### src/rtl/memory_copy_engine_pkg.sv
// Shared definitions for the memory copy engine: FSM state encoding and
// single-bit ON/OFF constants.
package memory_copy_engine_pkg;

   typedef enum logic [1:0] {
      ST_IDLE  = 2'd0,
      ST_READ  = 2'd1,
      ST_WRITE = 2'd2,
      ST_FLUSH = 2'd3
   } state_t;

   localparam logic ON  = 1'b1;
   localparam logic OFF = 1'b0;

endpackage

### src/rtl/memory_copy_engine.sv
// Block copy initiator for a single-port word memory: one READ/WRITE cycle pair
// per word, aborting on the memory's registered invalid-address flag.
module memory_copy_engine
   import memory_copy_engine_pkg::*;
#(
   parameter int WORD_SIZE    = 32,
   parameter int LENGTH_WIDTH = 16
) (
   input  logic                    clock,
   input  logic                    reset_n,
   input  logic                    start,
   input  logic [WORD_SIZE-1:0]    src_address,
   input  logic [WORD_SIZE-1:0]    dst_address,
   input  logic [LENGTH_WIDTH-1:0] length,
   output logic                    busy,
   output logic                    done,
   output logic [LENGTH_WIDTH-1:0] words_copied,
   output logic                    err_read_address,
   output logic                    err_write_address,
   output logic                    mem_write_enabled,
   output logic [WORD_SIZE-1:0]    mem_address,
   output logic [WORD_SIZE-1:0]    mem_write_data,
   input  logic [WORD_SIZE-1:0]    mem_read_data,
   input  logic                    mem_err_invalid_address
);

   state_t                  r_state, w_state_nx;
   logic [WORD_SIZE-1:0]    r_src, w_src_nx;
   logic [WORD_SIZE-1:0]    r_dst, w_dst_nx;
   logic [WORD_SIZE-1:0]    r_addr, w_addr_nx;
   logic [WORD_SIZE-1:0]    r_data, w_data_nx;
   logic [LENGTH_WIDTH-1:0] r_len, w_len_nx;
   logic [LENGTH_WIDTH-1:0] r_idx, w_idx_nx;
   logic [LENGTH_WIDTH-1:0] r_count, w_count_nx;
   logic                    r_busy, w_busy_nx;
   logic                    r_done, w_done_nx;
   logic                    r_err_rd, w_err_rd_nx;
   logic                    r_err_wr, w_err_wr_nx;
   logic                    r_we_arm, w_we_arm_nx;
   logic [LENGTH_WIDTH-1:0] w_idx_inc;
   logic                    w_last;

   assign w_idx_inc = r_idx + LENGTH_WIDTH'(1);
   assign w_last    = (r_idx == (r_len - LENGTH_WIDTH'(1)));

   // State register
   always_ff @(posedge clock or negedge reset_n) begin
      if (!reset_n) begin
         r_state <= ST_IDLE;
      end else begin
         r_state <= w_state_nx;
      end
   end

   // Next-state, address sequencing and status updates
   always_comb begin
      w_state_nx  = r_state;
      w_src_nx    = r_src;
      w_dst_nx    = r_dst;
      w_len_nx    = r_len;
      w_idx_nx    = r_idx;
      w_addr_nx   = r_addr;
      w_data_nx   = r_data;
      w_count_nx  = r_count;
      w_err_rd_nx = r_err_rd;
      w_err_wr_nx = r_err_wr;
      w_done_nx   = OFF;
      w_we_arm_nx = OFF;
      case (r_state)
         ST_IDLE: begin
            if (start) begin
               w_src_nx    = src_address;
               w_dst_nx    = dst_address;
               w_len_nx    = length;
               w_idx_nx    = '0;
               w_count_nx  = '0;
               w_err_rd_nx = OFF;
               w_err_wr_nx = OFF;
               if (length == '0) begin
                  w_state_nx = ST_FLUSH;
               end else begin
                  w_state_nx = ST_READ;
                  w_addr_nx  = src_address;
               end
            end else begin
               w_state_nx = ST_IDLE;
            end
         end
         ST_READ: begin
            w_data_nx = mem_read_data;
            // Flag here belongs to the previous word's destination write
            if ((r_idx != '0) && mem_err_invalid_address) begin
               w_err_wr_nx = ON;
               w_done_nx   = ON;
               w_state_nx  = ST_IDLE;
            end else begin
               w_state_nx  = ST_WRITE;
               w_addr_nx   = r_dst + WORD_SIZE'(r_idx);
               w_we_arm_nx = ON;
            end
         end
         ST_WRITE: begin
            if (mem_err_invalid_address) begin
               w_err_rd_nx = ON;
               w_done_nx   = ON;
               w_state_nx  = ST_IDLE;
            end else begin
               w_count_nx = r_count + LENGTH_WIDTH'(1);
               w_idx_nx   = w_idx_inc;
               if (w_last) begin
                  w_state_nx = ST_FLUSH;
               end else begin
                  w_state_nx = ST_READ;
                  w_addr_nx  = r_src + WORD_SIZE'(w_idx_inc);
               end
            end
         end
         ST_FLUSH: begin
            if ((r_len != '0) && mem_err_invalid_address) begin
               w_err_wr_nx = ON;
            end else begin
               w_err_wr_nx = r_err_wr;
            end
            w_done_nx  = ON;
            w_state_nx = ST_IDLE;
         end
         default: begin
            w_state_nx = ST_IDLE;
         end
      endcase
      w_busy_nx = (w_state_nx != ST_IDLE);
   end

   // Datapath and status registers
   always_ff @(posedge clock or negedge reset_n) begin
      if (!reset_n) begin
         r_src    <= '0;
         r_dst    <= '0;
         r_len    <= '0;
         r_idx    <= '0;
         r_addr   <= '0;
         r_data   <= '0;
         r_count  <= '0;
         r_busy   <= OFF;
         r_done   <= OFF;
         r_err_rd <= OFF;
         r_err_wr <= OFF;
         r_we_arm <= OFF;
      end else begin
         r_src    <= w_src_nx;
         r_dst    <= w_dst_nx;
         r_len    <= w_len_nx;
         r_idx    <= w_idx_nx;
         r_addr   <= w_addr_nx;
         r_data   <= w_data_nx;
         r_count  <= w_count_nx;
         r_busy   <= w_busy_nx;
         r_done   <= w_done_nx;
         r_err_rd <= w_err_rd_nx;
         r_err_wr <= w_err_wr_nx;
         r_we_arm <= w_we_arm_nx;
      end
   end

   // The memory flag for the source read arrives during WRITE, so the strobe is gated live
   assign mem_write_enabled = r_we_arm & ~mem_err_invalid_address;
   assign mem_address       = r_addr;
   assign mem_write_data    = r_data;
   assign busy              = r_busy;
   assign done              = r_done;
   assign words_copied      = r_count;
   assign err_read_address  = r_err_rd;
   assign err_write_address = r_err_wr;

endmodule
### config.mk
export PLATFORM = sky130hd
export DESIGN_NAME = memory_copy_engine
export DESIGN_NICKNAME = d
export VERILOG_FILES = /design/src/rtl/memory_copy_engine_pkg.sv /design/src/rtl/memory_copy_engine.sv
export SDC_FILE = /design/constraint.sdc
export NUM_CORES = 1
export LEC_CHECK = 0
export BUFFER_PORTS_ARGS = -buffer_cell sky130_fd_sc_hd__buf_4
export CORE_AREA = 4 4 144 146
export DETAILED_ROUTE_END_ITERATION = 16
export DIE_AREA = 0 0 148 150
export HOLD_SLACK_MARGIN = 0.15
export PLACE_DENSITY_LB_ADDON = 0.15
export SLEW_MARGIN = 20
export SYNTH_ARGS = -nofsm -noshare
export SYNTH_HDL_FRONTEND = slang
export SYNTH_SLANG_ARGS = --single-unit
### constraint.sdc
create_clock -name clock -period 4.8 [get_ports clock]
set_input_delay 0.48 -clock clock [delete_from_list [all_inputs] [get_ports clock]]
set_output_delay 0.48 -clock clock [all_outputs]
set_load 0.01 [all_outputs]
==> results.sh <==
export IMPL_cap_violations=0
export IMPL_fp_dieH_um=150
export IMPL_r2r_end="mem_address[21]$_DFFE_PN0P_"
export IMPL_synth_warnings=0
export IMPL_rows=51
export IMPL_vias=9173
export IMPL_cts_tree="yes"
export IMPL_seq_area_frac_synth_pct=41.9
export IMPL_grt_pass1_vias=8915
export IMPL_r2r_slack_ns=0.69
export IMPL_crit_fanout=7
export IMPL_clock_latency_ns=0.44
export IMPL_crit_type="reg2reg"
export IMPL_drt_first_pass_iters=5
export IMPL_muxShareOfSynthArea_pct=12.7
export IMPL_post_cts_buffers=0
export IMPL_ys_flop_type="dfrtp_1"
export IMPL_synthesis_area_sq_mm=0.0109
export IMPL_synth_edff_count=0
export IMPL_layout_drive_gt1_share_pct=28.8
export IMPL_ir_drop_mv=0.350
export IMPL_fin_ws_ns=0.691
export IMPL_p_total_w=0.00682
export IMPL_cts_inserted_buffers=17
export IMPL_hold_viol=0
export IMPL_grt_pass1_wl_um=47200
export IMPL_place_inst=1516
export IMPL_finalCritPeriodShare_pct=85.6
export IMPL_antennaDiodeCount=0
export IMPL_cpMaxStageDelayCell="or4_1"
export IMPL_hold_buffers=0
export IMPL_synth_compound_area_share_pct=15.4
export IMPL_r2r_cells=15
export IMPL_clk_pin_slew_ns=0.08
export IMPL_ioPinCount=201
export IMPL_htree_levels=4
export IMPL_tightest_slew_ns=0.914
export IMPL_yosys_top_cells_count="dfrtp_1, mux2_2, nand2_1, nor2_1, clkbuf_1"
export IMPL_synthArstFlopShare_pct=100
export IMPL_synth_top_area_cell="dfrtp_1"
export IMPL_ys_seq_elements=183
export IMPL_yosys_top_cells_area="dfrtp_1, mux2_2, ha_1"
export IMPL_path_buf_inv=1
export IMPL_syn_area_per_cell_sq_um=9.90
export IMPL_post_cts_resize_count=0
export IMPL_antenna_found_initial=1
export IMPL_place_gp_congestion=0.940
export IMPL_slew_violations=0
export IMPL_post_place_ws_ns=0.736
export IMPL_synth_xor_area_share_pct=5.93
export IMPL_area_delta_synth_final_pct=21.0
export IMPL_outcome="finished, final reports clean"
export IMPL_cp_top_family="simple AND/OR/NAND/NOR gates"
export IMPL_die_area_sq_mm=0.0222
export IMPL_via_per_inst=5.93
export IMPL_ant_nets=0
export IMPL_power_density_mw_per_mm2=516
export IMPL_start_util_pct=56.3
export IMPL_r2r_start="r_idx[1]$_DFFE_PN0P_"
export IMPL_core_sq_mm=0.0194
export IMPL_dp_hpwl_um=21400
export IMPL_fmax_mhz=243
export IMPL_synth_top_family_by_area="simple AND/OR/NAND/NOR gates"
export IMPL_drt_iter0_markers=789
export IMPL_cp_start_kind="flip-flop"
export IMPL_critical_path_cell_chain="ha_1 > nand3_1 > nor2_1 > and3_1 > nand3_1 > xnor2_1 > ha_1 > a21oi_1 > o21ai_0 > a221oi_1 > buf_4 > a2111o_1 > o21ai_0 > or4_1 > a22o_1"
export IMPL_fin_setup_tns_ns=0
export IMPL_synthSimpleGateAreaFrac_pct=15.7
export IMPL_root_buffer="clkbuf_16"
export IMPL_portBuffers=200
export IMPL_nNetsFinal=1432
export IMPL_syn_inst=1103
export IMPL_finalSetupViolCount=0
export IMPL_clock_sinks=183
export IMPL_finClkSkew_ns=0.0165
export IMPL_netlist_area_leader_share_pct=41.9
export IMPL_route_detailed_drc=0
export IMPL_rsz0062_at_grt="false"
export IMPL_critPathCaptureType="flip-flop"
export IMPL_synth_fp_nets=1265
export IMPL_cts_buffer_depth=2
export IMPL_stdcell_count=1548
export IMPL_synth_most_common_cell="dfrtp_1"
export IMPL_grt_max_degree=109
export IMPL_globalRouteOverflowTotal=0
export IMPL_wl_um=29100
export IMPL_cpPeakStageDelay_ns=0.50
export IMPL_synth_fa_ha_area_share_pct=5.41
export IMPL_period_needed_ns=4.11
export IMPL_relSlewSlack_pct=38.8
export IMPL_hp_class="in2async"
export IMPL_grt_usage_pct=26.6
export IMPL_leakage_nw=5.97
export IMPL_post_drt_wl_per_cell_um=18.8
export IMPL_die_w_um=148
export IMPL_yosysUniqueCellTypes=67
export IMPL_required_ns=5.12
export IMPL_cp_arrival_ns=4.43
area by class of cell:
type | count | area, sq um
Tap cell | 265 | 332
Clock inverter | 14 | 155
Fill cell | 1598 | 6180
Clock buffer | 18 | 439
Timing Repair Buffer | 211 | 1600
Inverter | 23 | 86.3
Sequential cell | 183 | 4580
Multi-Input combinational cell | 834 | 6030
cell families after synthesis:
kind of cell	Yosys count
buffers and inverters	86
DFF	183
xor gates and xnor gates	74
adders and majority gates	46
and+or+nand+nor	349
AOI/OAI and AO/OA	241
muxes	124
state kept, by name (all words and copies together), names as in the netlist:
register,count
words_copied,16
r_dst,32
err_read_address,1
err_write_address,1
r_idx,16
r_we_arm,1
mem_write_data,32
r_len,16
busy,1
r_state,2
mem_address,32
r_src,32
done,1
layer usage:
layer | track usage [%] | routed length, um | vias to the layer above
met1 | 36.6 | 12800 | 4410
met5 | 0 | 13 | -
li1 | - | - | 4373
met4 | 8.50 | 827 | 2
met2 | 41.2 | 13300 | 336
met3 | 7.33 | 2190 | 52
placed cells by master, fill, tap and decap left out, types with 6 or more instances in the layout:
cell type	synthesis	layout
buf_4	1	209
or2_2	7	7
nor4_1	19	19
nor2b_1	13	13
nand4_1	12	12
or3_1	7	7
o21a_1	8	8
a31oi_1	10	10
nand3_1	33	33
inv_1	23	23
mux2_2	113	113
ha_1	44	43
nor2_1	80	79
o21ai_0	50	50
a22o_1	12	12
mux2i_1	11	11
a21oi_1	42	42
a221oi_1	17	17
a21o_1	9	9
clkbuf_16	0	17
and3_1	23	23
nor3_1	11	11
xnor2_1	40	40
and2_1	6	6
nand2_1	105	104
nand2b_1	12	12
dfrtp_1	183	183
o211ai_1	9	9
xor2_1	34	34
o31ai_1	30	30
per-stage QoR:
step	cell area [sq um]	hold slack, ns	util [%]
finish	13200	0.155	68.2
floorplan	10900	0.184	-
global placement	12600	0.464	65.1
detailed placement	12600	0.468	65.1
CTS	13200	0.201	68.1
global route	13200	0.222	68.2
power breakdown:
group | switching, W | internal, W
registers | 0.000517 | 0.00210
logic | 0.00142 | 0.00138
clock network | 0.000689 | 0.000715
worst max path at each step:
| stage | cells after the start | slack (ns) | start | end |
|---|---|---|---|---|
| floorplan | 16 | 0.99 | r_idx[2]$_DFFE_PN0P_ | mem_address[21]$_DFFE_PN0P_ |
| global placement | 16 | 0.82 | r_idx[1]$_DFFE_PN0P_ | mem_address[30]$_DFFE_PN0P_ |
| detailed placement | 16 | 0.74 | r_idx[1]$_DFFE_PN0P_ | mem_address[30]$_DFFE_PN0P_ |
| CTS | 16 | 0.70 | r_idx[1]$_DFFE_PN0P_ | mem_address[30]$_DFFE_PN0P_ |
| global route | 15 | 0.34 | r_idx[0]$_DFFE_PN0P_ | mem_address[21]$_DFFE_PN0P_ |
| finish | 15 | 0.69 | r_idx[1]$_DFFE_PN0P_ | mem_address[21]$_DFFE_PN0P_ |
Power figures use the tool's default switching activity.
